[config.mk]
export PLATFORM = sky130hd
export DESIGN_NAME = disp_vramctrl
export DESIGN_NICKNAME = d
export VERILOG_FILES = /design/src/rtl/disp_pkg.sv /design/src/rtl/disp_vsync_sync.sv /design/src/rtl/disp_vramctrl.sv
export SDC_FILE = /design/constraint.sdc
export NUM_CORES = 1
export LEC_CHECK = 0
export BUFFER_PORTS_ARGS = -buffer_cell sky130_fd_sc_hd__buf_4
export CAP_MARGIN = 30
export CORE_MARGIN = 1
export CORE_UTILIZATION = 50
export DETAILED_ROUTE_END_ITERATION = 8
export PLACE_DENSITY = 0.85
export SYNTH_ARGS = -nofsm -noshare
export SYNTH_HDL_FRONTEND = slang
export SYNTH_HIERARCHICAL = 1
export SYNTH_SLANG_ARGS = --single-unit
export TNS_END_PERCENT = 5
[constraint.sdc]
create_clock -name ACLK -period 7.35 [get_ports ACLK]
set_input_delay 1.47 -clock ACLK [delete_from_list [all_inputs] [get_ports ACLK]]
set_output_delay 1.47 -clock ACLK [all_outputs]
set_load 0.02 [all_outputs]
[src/rtl/disp_pkg.sv]
// Shared types and constants for the display VRAM read controller.
// FSM encoding, burst geometry and parameter defaults live here.
package disp_pkg;

  typedef enum logic [1:0] {
    ST_IDLE = 2'd0,
    ST_AREQ = 2'd1,
    ST_RDAT = 2'd2
  } disp_state_e;

  localparam int DISP_BURST_NUM_DEF = 9600;
  localparam int DISP_BURST_LEN_DEF = 16;
  localparam int DISP_BURST_BYTES   = 128;
  localparam int DISP_BURST_SHIFT   = $clog2(DISP_BURST_BYTES);
  // Addresses are tracked in whole-burst units inside the 29-bit byte space.
  localparam int DISP_BLK_W         = 29 - DISP_BURST_SHIFT;

endpackage

[src/rtl/disp_vsync_sync.sv]
// Two-flop synchronizer for the active-low VSYNC plus a registered
// falling-edge detector producing a one-cycle vstart pulse.
module disp_vsync_sync (
  input  logic ACLK,
  input  logic ARST,
  input  logic vsync_x,
  output logic vstart
);

  logic sync1_q, sync1_d;
  logic sync2_q, sync2_d;
  logic dly_q, dly_d;
  logic vstart_q, vstart_d;

  always_comb begin
    sync1_d  = vsync_x;
    sync2_d  = sync1_q;
    dly_d    = sync2_q;
    vstart_d = dly_q & ~sync2_q;
  end

  // Synchronizer idles high so that reset release never looks like a VSYNC edge.
  always_ff @(posedge ACLK) begin
    if (ARST) begin
      sync1_q  <= 1'b1;
      sync2_q  <= 1'b1;
      dly_q    <= 1'b1;
      vstart_q <= 1'b0;
    end else begin
      sync1_q  <= sync1_d;
      sync2_q  <= sync2_d;
      dly_q    <= dly_d;
      vstart_q <= vstart_d;
    end
  end

  assign vstart = vstart_q;

endmodule

[src/rtl/disp_vramctrl.sv]
// Display VRAM read controller: one AXI read burst at a time per frame, data streamed to disp_buffer.
// Optional macro DISP_VRAMCTRL_RRESP_EN adds RRESP input and sticky VRAM_ERR output.
module disp_vramctrl
  import disp_pkg::*;
#(
  parameter int BURST_NUM = DISP_BURST_NUM_DEF,
  parameter int BURST_LEN = DISP_BURST_LEN_DEF
) (
  input  logic        ACLK,
  input  logic        ARST,
  input  logic        DSP_VSYNC_X,
  input  logic        DISPON,
  input  logic [28:0] DISPADDR,
  output logic [31:0] ARADDR,
  output logic [7:0]  ARLEN,
  output logic        ARVALID,
  input  logic        ARREADY,
  input  logic [63:0] RDATA,
  input  logic        RLAST,
  input  logic        RVALID,
  output logic        RREADY,
`ifdef DISP_VRAMCTRL_RRESP_EN
  input  logic [1:0]  RRESP,
  output logic [0:0]  VRAM_ERR,
`endif
  input  logic        BUF_WREADY,
  output logic [63:0] BUF_WDATA,
  output logic        BUF_WEN
);

  localparam logic [DISP_BLK_W-1:0] LAST_CNT = DISP_BLK_W'(BURST_NUM);

  disp_state_e           state_q, state_d;
  logic [DISP_BLK_W-1:0] base_q, base_d;
  logic [DISP_BLK_W-1:0] cnt_q, cnt_d;
  logic                  pend_q, pend_d;
  logic [DISP_BLK_W-1:0] blk_addr;
  logic                  vstart;
  logic                  vstart_ok;
  logic                  unused_addr_bits;

  disp_vsync_sync u_vsync_sync (
    .ACLK    (ACLK),
    .ARST    (ARST),
    .vsync_x (DSP_VSYNC_X),
    .vstart  (vstart)
  );

  // Low address bits are dropped: every frame starts on a burst boundary.
  assign unused_addr_bits = ^DISPADDR[DISP_BURST_SHIFT-1:0];
  assign vstart_ok        = vstart & DISPON & (state_q == ST_IDLE);

  // Adding in burst units wraps exactly like the 29-bit byte sum.
  assign blk_addr  = base_q + cnt_q;
  assign ARADDR    = {3'b000, blk_addr, {DISP_BURST_SHIFT{1'b0}}};
  assign ARLEN     = 8'(BURST_LEN - 1);
  assign BUF_WEN   = RVALID & RREADY;
  assign BUF_WDATA = RDATA;

  // Handshakes: ARVALID may only rise with BUF_WREADY (and DISPON); once up,
  // pend_q keeps ARVALID/ARADDR stable until ARREADY. RREADY is high for the
  // whole RDAT state and every RVALID&RREADY beat is a buffer write.
  always_comb begin
    state_d = state_q;
    base_d  = base_q;
    cnt_d   = cnt_q;
    pend_d  = pend_q;
    ARVALID = 1'b0;
    RREADY  = 1'b0;
    case (state_q)
      ST_IDLE: begin
        if (vstart_ok) begin
          base_d  = DISPADDR[28:DISP_BURST_SHIFT];
          cnt_d   = '0;
          state_d = ST_AREQ;
        end
      end
      ST_AREQ: begin
        ARVALID = pend_q | (BUF_WREADY & DISPON);
        if (ARVALID && ARREADY) begin
          pend_d  = 1'b0;
          state_d = ST_RDAT;
        end else if (ARVALID) begin
          pend_d  = 1'b1;
        end else if (!DISPON) begin
          state_d = ST_IDLE;
        end
      end
      ST_RDAT: begin
        RREADY = 1'b1;
        if (RVALID && RLAST) begin
          cnt_d = cnt_q + 1'b1;
          if ((cnt_d == LAST_CNT) || !DISPON) state_d = ST_IDLE;
          else                                state_d = ST_AREQ;
        end
      end
      default: state_d = ST_IDLE;
    endcase
  end

  always_ff @(posedge ACLK) begin
    if (ARST) begin
      state_q <= ST_IDLE;
      base_q  <= '0;
      cnt_q   <= '0;
      pend_q  <= 1'b0;
    end else begin
      state_q <= state_d;
      base_q  <= base_d;
      cnt_q   <= cnt_d;
      pend_q  <= pend_d;
    end
  end

`ifdef DISP_VRAMCTRL_RRESP_EN
  logic err_q, err_d;

  always_comb begin
    err_d = err_q;
    if (vstart_ok) err_d = 1'b0;
    if (RVALID && RREADY && (RRESP != 2'b00)) err_d = 1'b1;
  end

  always_ff @(posedge ACLK) begin
    if (ARST) err_q <= 1'b0;
    else      err_q <= err_d;
  end

  assign VRAM_ERR = err_q;
`endif

endmodule

# --- Word-level counts from Yosys, hierarchy flattened ---
# Index checks and enable logic that the tools add are counted.
op_classes:
  add_sub_neg: 2
  eq_ne: 7
  mux: 14
  n_bitwise: 7
  n_reduce_logical: 11
ops:
  columns: ["operator", "n"]
  rows:
  - ["$mux W22", 2]
  - ["$pmux W22 S2", 1]
  - ["$add A22 B1 Y22 const B", 1]
  - ["$add A22 B22 Y22", 1]
  - ["$eq A22 B14 Y1 const B", 1]
  - ["$mux W2", 5]
  - ["$ne A3 B3 Y1 const B", 2]
  - ["$pmux W2 S3", 1]
  - ["$and A1 B1 Y1", 5]
  - ["$mux W1", 5]
  - ["$ne A2 B2 Y1 const B", 2]
  - ["$reduce_and A2 Y1", 2]
  - ["$reduce_and A4 Y1", 1]
  - ["$reduce_bool A2 Y1", 2]
  - ["$reduce_and A3 Y1", 1]
  - ["$eq A2 B1 Y1 const B", 1]
  - ["$eq A2 B2 Y1 const B", 1]
  - ["$logic_and A1 B1 Y1", 2]
  - ["$logic_not A2 Y1", 1]
  - ["$logic_not A1 Y1", 1]
  - ["$logic_or A1 B1 Y1", 1]
  - ["$not A1 Y1", 1]
  - ["$or A1 B1 Y1", 1]
totals:
  regBits: 51
  out_inout_bits: 107
  wordCells: 49

# --- Depth between registers and ports, before layout ---
depth:
  word_depth: 6
  depth_mapped: 8

# --- By module ---
# Netlist, hierarchy kept.
by_module_without_submodules:
  columns: ["module", "instances", "cells_each", "area_per_inst_um2", "seq_area_each_um2"]
  rows:
  - ["disp_vramctrl", 1, 529, 4005.1, 940.9]
  - ["disp_vsync_sync", 1, 8, 106.4, 80.1]

# --- Worst setup path after synthesis ---
# Ideal clock, no wire load.
synth_timing:
  path_type: "reg2out"
  start: "register cnt_q[0]"
  end: "output ARADDR[27]"
  arrival_ps: 2434
  path_slack_ps: 3446
  stages_incl_launch_ff: 9
  cell_sequence: "dfxtp_1 ha_1 fa_1 a21o_1 a221oi_4 o221a_4 a211oi_4 or4b_1 and3_1"
synth_between:
  elab_chain_cells: 1
synth_rtl:
  columns: ["element", "line_no", "rtl"]
  rows:
  - ["from (decl)", "disp_vramctrl.sv:35", "logic [DISP_BLK_W-1:0] cnt_q, cnt_d;"]
  - ["from (signal assigned)", "disp_vramctrl.sv:110", "cnt_q <= cnt_d;"]
  - ["$add A22 B22 Y22", "disp_vramctrl.sv:54", "assign blk_addr = base_q + cnt_q;"]
  - ["to (decl)", "disp_vramctrl.sv:14", "output logic [31:0] ARADDR,"]
# No other way between the ends.

# --- Final worst setup path ---
# Ends and elaborated chain as after synthesis.

==> results by group <==
Outcome
  • Status: complete, no violations

Logic synthesis
  • Post-synth EDFFs: 0
  • Post-Synth Simple-Gate Area: approximately 24%
  • Synth Area in Compound Gates: between 20% and 30%
  • Synth async-reset ratio: 0%
  • Ys flop type: dfxtp_1
  • Syn_area_per_cell: 7.66 sq um
  • Largest family of logic cells by synthesized area: simple AND/OR/NAND/NOR gates
  • Cell Area, Synth: 4110 sq um
  • Post-synthesis xor/xnor area fraction: 4.69%
  • Synth unique cells: 58
  • Mux cell area share after synthesis: 0.243%
  • Synth warn: 6
  • Sequential share of the synthesized area: 24.8%
  • #FFs+latches synth: 51
  • Post-Synthesis Cells: 537
  • Synth Area in Adders: 7.18%

Power
  • Pleak: 1.78 nW
  • Power Total: 0.000549 W
  • Peak VDD IR: 86.4 uV
  • PwrDens: 133 nW/um^2

Floorplan
  • Chip height: 92.7 um
  • Rows: 32
  • Core area: 7850 sq um
  • Die area: 8590 sq um
  • Top Ports: around 210
  • Initial core utilization: a little over half
  • Die Width: 92.7 um

Clock tree
  • Maximum clock path buffer count: 2
  • CTS sink cnt: slightly above 50
  • Hold Buf Count CTS: 0
  • H-tree depth: 2
  • Post-CTS Setup Inserts: 0
  • Worst skew pair latency: 0.31 ns
  • CTS clk-pin slew, worst paths: approximately 0.09 ns
  • TritonCTS clock tree: yes
  • Root Driver: clkbuf_8
  • Num CTS Buffers: 5
  • CTS resizes: 0

Placement
  • PortBufs: 54
  • HPWL after DPL: 6.91 mm
  • Placed Instances: 605
  • Placed cell area: roughly 4000 sq um
  • Placer Congestion: 0.927

Critical path
  • Setup CP Type: flop to output port
  • CP max FO: 8
  • CP max stage delay: 0.46 ns
  • Critical Path RT: 5.88 ns
  • Setup crit start kind: flop
  • Capturing element type of the critical path: output port
  • Critical path arrival: 3.04 ns
  • Slowest cell on the critical path: or4b_1
  • CP cell instances: ha_1 > fa_1 > a21o_1 > a221oi_4 > o221a_4 > a211oi_4 > or4b_1 > and3_1 > buf_4

STA
  • Hold Fails Final Rpt: 0
  • Minimum clock period: 4.51 ns
  • Final setup violation count: 0
  • Worst slew pin tran: about 0.99 ns
  • Final max-slew violation count: 0
  • Slew HR: 34.0%
  • Worst Clk Skew: ~0.011 ns
  • Worst hold slack: between 0.4 and 0.5 ns
  • RSZ-0062 raised after global routing: no
  • Final Cycle Share: roughly three fifths
  • Achievable Freq: around 220 MHz
  • Setup TNS: 0 ns

Route
  • DRC: 0
  • 1st-pass router iterations: 5
  • DRT Wirelength: roughly 9.3 mm
  • Via Count: 3582
  • Iter 0 DRT Violations: 311
  • Via density: 5.84
  • Wirelength per Cell: 15.2 um
  • Final ANT Viol Nets: 0

GRT
  • First-pass GRT wire length: 15.0 mm
  • Vias in the first global route: between 3000 and 4000
  • Largest net degree at the start of global routing: 52
  • Total gr overflow: 0
  • Initial antenna violation count: 0
  • All-Layer GR Usage: 21.5%

Finish
  • Diodes inserted: 0
  • Fillers: 738
  • Post-route cell area: 4140 sq um
  • Post-Layout Cell Count: 613
  • Area grow syn2layout: 0.578%
  • NumNets Final: 634
  • Ratio of cells with drive above 1 in the final layout: 15.1%

Worst hold path
  • Hold WC Path Type: flop to flop

Flow run
  • Max Cap Viol: 0
==> report_power, final <==
group / internal [W] / switching [W] / total (W) / leakage [nW]
combinational: 0.0000161 / 0.0000249 / 0.0000410 / 1.30
sequential: 0.000278 / 0.00000127 / 0.000280 / 0.412
clock: 0.000136 / 0.0000925 / 0.000229 / 0.0654
==> stage by stage <==
stage | utilization, % | setup slack [ns]
floorplan | - | 3.45
global placement | 51.0 | 3.22
detailed placement | 51.0 | 3.21
CTS | 52.7 | 2.85
global route | 52.7 | 2.67
finish | 52.7 | 2.84
==> synthesized netlist by cell type (11+ instances only) <==
cell type | number | area share [%]
buf_4 | 82 | 15
nor3_1 | 13 | 1.6
a21oi_1 | 58 | 7.1
nand2_1 | 69 | 6.3
o21ai_0 | 23 | 2.8
clkbuf_1 | 18 | 1.6
nor2_1 | 33 | 3.0
ha_1 | 22 | 6.7
dfxtp_1 | 51 | 25
a21o_1 | 11 | 2.0
nand3_1 | 13 | 1.6
xnor2_1 | 13 | 2.8
==> metal layers <==
| metal | vias up | track usage (%) | routed length, um |
|---|---|---|---|
| met4 | 0 | 9.10 | 310 |
| met5 | - | 0 | 0 |
| li1 | 1745 | - | - |
| met3 | 41 | 3.94 | 641 |
| met2 | 163 | 36.5 | 4420 |
| met1 | 1633 | 26.7 | 3930 |
==> state kept, by name, indices dropped and copies added, names as in the netlist <==
register              cells
base_q                   22
cnt_q                    22
state_q                   2
pend_q                    1
u_vsync_sync/dly_d        1
u_vsync_sync/dly_q        1
u_vsync_sync/sync1_q      1
u_vsync_sync/vstart       1
==> critical path, delay by kind of cell, from the launching register on <==
family	cells	cell delay (ns)
adders and majority gates	2	0.65
DFF	1	0.38
and+or+nand+nor	2	0.63
AOI/OAI and AO/OA	4	0.91
buffers and inverters	1	0.15
==> cell families after synthesis <==
group           count (synthesis)
mux                             1
compound gates                133
simple gates                  193
other cells                     2
flops                          51
fa+ha+maj                      23
buf+inv                       112
xor+xnor                       22
==> path summary, 6_finish.rpt <==
check,endpoint,cells past startpoint,slack (ns),start
worst max-delay path,ARADDR[27],9,2.84,cnt_q[0]$_SDFFE_PP0P_
worst min-delay path,u_vsync_sync/dly_d$_SDFF_PP1_,1,0.41,u_vsync_sync/sync1_q$_SDFF_PP1_
worst max register to register,cnt_q[19]$_SDFFE_PP0P_,6,4.53,state_q[1]$_SDFFE_PP0P_
worst min register to register,u_vsync_sync/dly_d$_SDFF_PP1_,1,0.41,u_vsync_sync/sync1_q$_SDFF_PP1_
==> placed cells by master (no fill, tap or decap), types with 5 or more instances in the layout <==
cell / Yosys / layout
a311oi_1: 6 / 6
xnor2_1: 13 / 13
and3_1: 7 / 7
nor3_1: 13 / 13
nand2_1: 69 / 69
clkbuf_8: 0 / 5
a22oi_1: 5 / 5
xor2_1: 9 / 9
a31oi_1: 10 / 10
dfxtp_1: 51 / 51
a21oi_1: 58 / 58
nand3_1: 13 / 13
nand4_1: 7 / 7
conb_1: 2 / 18
a21o_1: 11 / 11
buf_4: 82 / 54
nor2_1: 33 / 33
inv_1: 8 / 8
ha_1: 22 / 22
o21ai_0: 23 / 23
==> cell type report <==
| type | instances | area, sq um | area share (%) |
|---|---|---|---|
| Multi-Input combinational cell | 390 | 2420 | 58.5 |
| Sequential cell | 51 | 1020 | 24.7 |
| Timing Repair Buffer | 54 | 405 | 9.80 |
| Tap cell | 102 | 128 | 3.09 |
| Clock buffer | 6 | 72.6 | 1.75 |
| Clock inverter | 2 | 60.1 | 1.45 |
| Inverter | 8 | 30.0 | 0.726 |
Power figures use the tool's default switching activity.
